**config.mk**
```make
export PLATFORM = sky130hd
export DESIGN_NAME = seg_display_scanner
export DESIGN_NICKNAME = d
export VERILOG_FILES = /design/src/rtl/seg_pkg.sv /design/src/rtl/seg7_decoder.sv /design/src/rtl/seg_display_scanner.sv
export SDC_FILE = /design/constraint.sdc
export NUM_CORES = 1
export LEC_CHECK = 0
export CORE_MARGIN = 2
export CORE_UTILIZATION = 40
export DETAILED_ROUTE_END_ITERATION = 7
export REMOVE_ABC_BUFFERS = 1
export SYNTH_ARGS = -nofsm -noshare
export SYNTH_HDL_FRONTEND = slang
export SYNTH_HIERARCHICAL = 1
export SYNTH_SLANG_ARGS = --single-unit
```
**constraint.sdc**
```tcl
create_clock -name clock -period 6.1 [get_ports clock]
set_clock_uncertainty 0.05 [all_clocks]
set_input_delay 1.525 -clock clock [delete_from_list [all_inputs] [get_ports clock]]
set_output_delay 1.525 -clock clock [all_outputs]
set_load 0.01 [all_outputs]
```
**src/rtl/seg_pkg.sv**
```systemverilog
// Shared constants for the 7-segment display path: special digit codes and
// active-low segment patterns in {g,f,e,d,c,b,a} bit order.
package seg_pkg;

    typedef logic [3:0] seg_code_t;
    typedef logic [6:0] seg_pattern_t;

    // Digit codes outside 0-9
    localparam seg_code_t SEG_CODE_DASH  = 4'hA;
    localparam seg_code_t SEG_CODE_BLANK = 4'hB;
    localparam seg_code_t SEG_CODE_ZERO  = 4'h0;

    // Active-low patterns, bit order {g,f,e,d,c,b,a}; a 0 lights the segment
    localparam seg_pattern_t SEG_OFF  = 7'h7F;
    localparam seg_pattern_t SEG_DASH = 7'b0111111;
    localparam seg_pattern_t SEG_0    = 7'b1000000;
    localparam seg_pattern_t SEG_1    = 7'b1111001;
    localparam seg_pattern_t SEG_2    = 7'b0100100;
    localparam seg_pattern_t SEG_3    = 7'b0110000;
    localparam seg_pattern_t SEG_4    = 7'b0011001;
    localparam seg_pattern_t SEG_5    = 7'b0010010;
    localparam seg_pattern_t SEG_6    = 7'b0000010;
    localparam seg_pattern_t SEG_7    = 7'b1111000;
    localparam seg_pattern_t SEG_8    = 7'b0000000;
    localparam seg_pattern_t SEG_9    = 7'b0010000;

    // True when a code would light nothing but a zero; used for leading-zero blanking
    function automatic logic seg_is_zero(input seg_code_t code);
        return (code == SEG_CODE_ZERO);
    endfunction

endpackage

```
**src/rtl/seg7_decoder.sv**
```systemverilog
// Combinational 4-bit digit code to active-low 7-segment pattern decoder.
// Codes 0-9 are decimal digits, 4'hA is a dash, everything else is blank.
module seg7_decoder
    import seg_pkg::*;
(
    input  logic [3:0] code_i,
    output logic [6:0] seg_o
);

    // Pure lookup of the segment pattern for one digit code
    always_comb begin
        seg_o = SEG_OFF;
        case (code_i)
            4'd0:          seg_o = SEG_0;
            4'd1:          seg_o = SEG_1;
            4'd2:          seg_o = SEG_2;
            4'd3:          seg_o = SEG_3;
            4'd4:          seg_o = SEG_4;
            4'd5:          seg_o = SEG_5;
            4'd6:          seg_o = SEG_6;
            4'd7:          seg_o = SEG_7;
            4'd8:          seg_o = SEG_8;
            4'd9:          seg_o = SEG_9;
            SEG_CODE_DASH: seg_o = SEG_DASH;
            default:       seg_o = SEG_OFF;
        endcase
    end

endmodule

```
**src/rtl/seg_display_scanner.sv**
```systemverilog
// Time-multiplexed common-anode 7-segment scanner.
// A load strobe captures new digit codes into a shadow register; the shadow is
// copied into the displayed (active) digits only at the end of a scan frame, so
// a frame never mixes old and new values. One digit is lit per refresh slot;
// segment and anode outputs are registered and lag the digit index by one clock.
// Optional build macro SEG_LEADING_ZERO_BLANK_EN: when defined, zero digits above
// the most significant non-zero digit are stored as blank at the frame-end copy
// (digit 0 is never blanked, a dash counts as non-zero).
module seg_display_scanner
    import seg_pkg::*;
#(
    parameter int NUM_DIGITS  = 2,
    parameter int REFRESH_DIV = 50000
)
(
    input  logic                      clock,
    input  logic                      reset,
    input  logic                      load,
    input  logic [4*NUM_DIGITS-1:0]   digits_in,
    output logic [6:0]                seg_out,
    output logic [NUM_DIGITS-1:0]     an_out,
    output logic                      update_pending,
    output logic                      frame_done
);

    localparam int CNT_W = (REFRESH_DIV > 2) ? $clog2(REFRESH_DIV) : 1;
    localparam int IDX_W = (NUM_DIGITS  > 2) ? $clog2(NUM_DIGITS)  : 1;

    localparam logic [CNT_W-1:0] CNT_LAST = CNT_W'(REFRESH_DIV - 1);
    localparam logic [IDX_W-1:0] IDX_LAST = IDX_W'(NUM_DIGITS - 1);

    localparam logic [4*NUM_DIGITS-1:0] ALL_BLANK = {NUM_DIGITS{SEG_CODE_BLANK}};

    // Scan position
    logic [CNT_W-1:0] cnt_q, cnt_d;
    logic [IDX_W-1:0] idx_q, idx_d;

    // Digit storage: shadow takes loads, active is what the scan shows
    logic [4*NUM_DIGITS-1:0] shadow_q, shadow_d;
    logic [4*NUM_DIGITS-1:0] active_q, active_d;
    logic                    pending_q, pending_d;

    // Registered outputs
    logic [6:0]            seg_q;
    logic [NUM_DIGITS-1:0] an_q;
    logic                  frame_done_q;

    // Scan events and datapath intermediates
    logic                    slot_end;
    logic                    frame_end;
    logic [4*NUM_DIGITS-1:0] xfer_digits;
    logic [3:0]              sel_code;
    logic [6:0]              sel_seg;
    logic [NUM_DIGITS-1:0]   an_d;

    assign slot_end  = (cnt_q == CNT_LAST);
    assign frame_end = slot_end && (idx_q == IDX_LAST);

    // Refresh counter and digit index advance
    always_comb begin
        cnt_d = slot_end ? '0 : cnt_q + CNT_W'(1);
        idx_d = idx_q;
        if (slot_end) begin
            idx_d = (idx_q == IDX_LAST) ? '0 : idx_q + IDX_W'(1);
        end
    end

`ifdef SEG_LEADING_ZERO_BLANK_EN
    logic seen_nonzero;

    // Blank zeros that sit above the most significant non-zero digit
    always_comb begin
        seen_nonzero = 1'b0;
        xfer_digits  = shadow_q;
        for (int k = NUM_DIGITS - 1; k >= 1; k--) begin
            if (!seg_is_zero(shadow_q[4*k +: 4])) begin
                seen_nonzero = 1'b1;
            end
            if (!seen_nonzero) begin
                xfer_digits[4*k +: 4] = SEG_CODE_BLANK;
            end
        end
    end
`else
    // Codes transfer unchanged, so leading zeros stay visible
    assign xfer_digits = shadow_q;
`endif

    // Shadow capture, frame-synchronous transfer and pending flag
    always_comb begin
        shadow_d  = load ? digits_in : shadow_q;
        active_d  = (frame_end && pending_q) ? xfer_digits : active_q;
        // A load on the frame-end edge keeps pending set for the new shadow value
        pending_d = load | (pending_q & ~frame_end);
    end

    // Select the active digit for the current slot (out-of-range index shows blank)
    always_comb begin
        sel_code = SEG_CODE_BLANK;
        for (int k = 0; k < NUM_DIGITS; k++) begin
            if (idx_q == IDX_W'(k)) begin
                sel_code = active_q[4*k +: 4];
            end
        end
    end

    seg7_decoder u_decoder (
        .code_i (sel_code),
        .seg_o  (sel_seg)
    );

    // One active-low anode per digit, low only for the current index
    generate
        for (genvar gi = 0; gi < NUM_DIGITS; gi++) begin : g_anode
            assign an_d[gi] = (idx_q != IDX_W'(gi));
        end
    endgenerate

    // Scan counter and index state
    always_ff @(posedge clock) begin
        if (reset) begin
            cnt_q <= '0;
            idx_q <= '0;
        end else begin
            cnt_q <= cnt_d;
            idx_q <= idx_d;
        end
    end

    // Digit storage and update handshake state
    always_ff @(posedge clock) begin
        if (reset) begin
            shadow_q  <= ALL_BLANK;
            active_q  <= ALL_BLANK;
            pending_q <= 1'b0;
        end else begin
            shadow_q  <= shadow_d;
            active_q  <= active_d;
            pending_q <= pending_d;
        end
    end

    // Registered display drive and frame pulse
    always_ff @(posedge clock) begin
        if (reset) begin
            seg_q        <= SEG_OFF;
            an_q         <= '1;
            frame_done_q <= 1'b0;
        end else begin
            seg_q        <= sel_seg;
            an_q         <= an_d;
            frame_done_q <= frame_end;
        end
    end

    assign seg_out        = seg_q;
    assign an_out         = an_q;
    assign update_pending = pending_q;
    assign frame_done     = frame_done_q;

endmodule
```
==> flow_metrics.py <==
metrics = {
    "run_status": {
        "status": "finished clean",
    },
    "worst_setup_path": {
        "critPathMaxStageDelay_ns": 0.58,
        "cp-end-kind": "primary output",
        "cp_top_family": "buffers and inverters",
        "crit_fanout": 6,
        "critical_path_buf_inv_count": 1,
        "required_ns": 4.53,
        "worstSetupPathType": "reg -> out",
        "path_cells": "clkdlybuf4s50_1",
        "arrival_ns": 1.33,
        "cpMaxStageDelayCell": "clkdlybuf4s50_1",
        "crit_path_start_kind": "flop",
    },
    "drt": {
        "vias": 1417,
        "ant_nets": 0,
        "wl_per_cell_um": 11.14,
        "drc": 0,
        "drt_iter0_drc": 44,
        "viasPerCell": 4.739,
        "routed_wl_mm": 3.332,
        "dr.pass1.iters": 4,
    },
    "clock_network": {
        "cts_tree": "done",
        "cts_hold_buf": 0,
        "clock_latency_ns": 0.30,
        "numClockSinks": 44,
        "htreeDepth": 2,
        "cts_made_buffers": 5,
        "cts_resized": 0,
        "clk_pin_slew_ns": 0.09,
        "cts_buffer_depth": 2,
        "root_buffer": "clkbuf_8",
        "postCtsSetupRepairBufs": 0,
    },
    "sta": {
        "max_freq_mhz": 344.3,
        "setup_violations": 0,
        "rsz0062_at_grt": "no",
        "slew_headroom_pct": 64.02,
        "fin_crit_sh_pct": 47.61,
        "min_period_ns": 2.904,
        "report.final.slew_viol_count": 0,
        "final-hold-violation-count": 0,
        "tightest_slew_ns": 0.5381,
        "finalSetupTns_ns": 0,
    },
    "synth": {
        "ys_warn_count": 6,
        "synth_flop_cell": "dfxtp_1",
        "ys_async_sr_fraction_pct": 0,
        "synth_cells": 213,
        "ys_ff_latch": 44,
        "synth_top_area_share_pct": 44.61,
        "synth_cell_types": 37,
        "yosys-top-cells-area": "dfxtp_1 45%, nor2_1 7.0%, xnor2_1 5.8%",
        "ys_seq_area_share_pct": 44.61,
        "synth_top_area_cell": "dfxtp_1",
        "avgSynthCellArea_um2": 9.269,
        "yosysMostFrequentCell": "dfxtp_1",
        "synth-edff-count": 0,
        "synthesis.area_um2": 1974,
        "ys_top_cells_by_count": "44 x dfxtp_1, 37 x nor2_1, 13 x xnor2_1",
    },
    "finish": {
        "final_util_pct": 48.97,
        "drive_above_1_share_pct": 14.22,
        "diodes": 0,
        "finish.net_count": 248,
        "synthToLayoutAreaGrowth_pct": 17.93,
        "fill_cells": 485,
    },
    "run": {
        "drv_cap": 0,
    },
    "grt": {
        "overflow": 0,
        "grtUsageTotal_pct": 14.26,
        "antenna_found_initial": 0,
        "grt_pass1_wl_mm": 6.044,
        "grt_pass1_vias": 1390,
        "grt_max_degree": 37,
    },
    "placed_design": {
        "hpwlAfterDp_mm": 2.259,
        "place.gp.congestion": 0.7773,
        "portBuffers": 21,
    },
    "floorplanning": {
        "io_pins": 22,
        "start_util_pct": 41.53,
        "die_x_um": 74.26,
        "die_h_um": 74.26,
        "dieArea_um2": 5514,
        "rows": 25,
        "core_area_um2": 4755,
    },
    "power": {
        "cellLeakagePower_nw": 0.8803,
        "power_density_nw_per_um2": 234.9,
        "peakVddDrop_v": 0.0002145,
    },
    "min_path": {
        "hp-class": "reg -> reg",
    },
}
cells by family after synthesis:
family / after synthesis / share of synthesized area, %
flops: 44 / 44.61
compound gates: 22 / 7.351
fa+ha+maj: 6 / 3.802
buf+inv: 20 / 4.689
mux: 12 / 6.337
simple gates: 94 / 26.55
xor+xnor: 15 / 6.654
routing by layer:
metal / GRT usage [%] / wire [µm] / vias up
met1: 16.88 / 1628 / 642
li1: - / - / 748
met4: 7.540 / 67 / 0
met3: 3.523 / 120 / 5
met2: 23.91 / 1516 / 22
met5: 0 / 0 / -
placed cells by master, fill, tap and decap left out, drive strengths merged:
| cell type | instances |
|---|---|
| dfxtp | 44 |
| nor2 | 41 |
| clkdlybuf4s50 | 21 |
| xnor2 | 13 |
| inv | 9 |
| or2 | 9 |
| o21ai | 9 |
| mux2i | 8 |
| nand3 | 7 |
| nand2 | 6 |
| nor2b | 6 |
| a211o | 6 |
| ha | 6 |
| nand4 | 6 |
| nand2b | 6 |
| nor4 | 5 |
| clkbuf | 5 |
| a21oi | 5 |
| mux2 | 4 |
| nor3 | 3 |
| and4 | 2 |
| xor2 | 2 |
| nor4b | 1 |
| and4bb | 1 |
| nor3b | 1 |
| clkinvlp | 1 |
| bufinv | 1 |
| clkinv | 1 |
| buf | 1 |
| a31oi | 1 |
| a211oi | 1 |
report_power, final:
part           leakage, nW  internal [mW]  switching (mW)  total [mW]
clock               0.0541          0.121           0.102       0.223
sequential           0.358          0.293         0.00467       0.298
combinational        0.468         0.0141          0.0116      0.0257
total                0.880          0.428           0.119       0.547
worst paths after layout:
| check | startpoint | endpoint | slack, ns | cells after the start |
|---|---|---|---|---|
| worst max-delay path | update_pending$_SDFF_PP0_ | update_pending | 3.20 | 1 |
| worst min-delay path | active_q[2]$_SDFFE_PP0P_ | active_q[2]$_SDFFE_PP0P_ | 0.43 | 2 |
| worst max register to register | idx_q$_SDFFE_PP0N_ | seg_out[3]$_SDFF_PP1_ | 3.94 | 6 |
| worst min register to register | active_q[2]$_SDFFE_PP0P_ | active_q[2]$_SDFFE_PP0P_ | 0.43 | 2 |
cell type report:
cell class | instances | area (µm²) | area share [%]
clock buffers | 5 | 68.82 | 2.955
clock inverters | 3 | 42.54 | 1.827
inverters | 9 | 33.78 | 1.451
multi-input cells | 149 | 1001 | 42.99
flip-flops and latches | 44 | 880.8 | 37.83
well taps | 67 | 83.83 | 3.600
repair buffers | 22 | 217.7 | 9.350
per-stage QoR:
| stage | hold WS (ns) | setup WS (ns) | power [mW] | area, µm² | cells |
|---|---|---|---|---|---|
| after floorplan | 0.3898 | 4.068 | 0.3151 | 1916 | 202 |
| after global placement | 0.4003 | 3.136 | 0.3304 | 2217 | 291 |
| after detailed placement | 0.4149 | 3.098 | 0.3308 | 2217 | 291 |
| after CTS | 0.4305 | 3.179 | 0.5542 | 2328 | 299 |
| after global routing | 0.4507 | 3.157 | 0.5664 | 2328 | 299 |
| final | 0.4267 | 3.196 | 0.5469 | 2328 | 299 |
sequential cells by signal (all words and copies together), names as in the netlist:
name	flops
cnt_q	16
frame_done	1
seg_out	7
active_q	8
an_out	2
update_pending	1
idx_q	1
shadow_q	8
(Power assumes the default switching activity.)
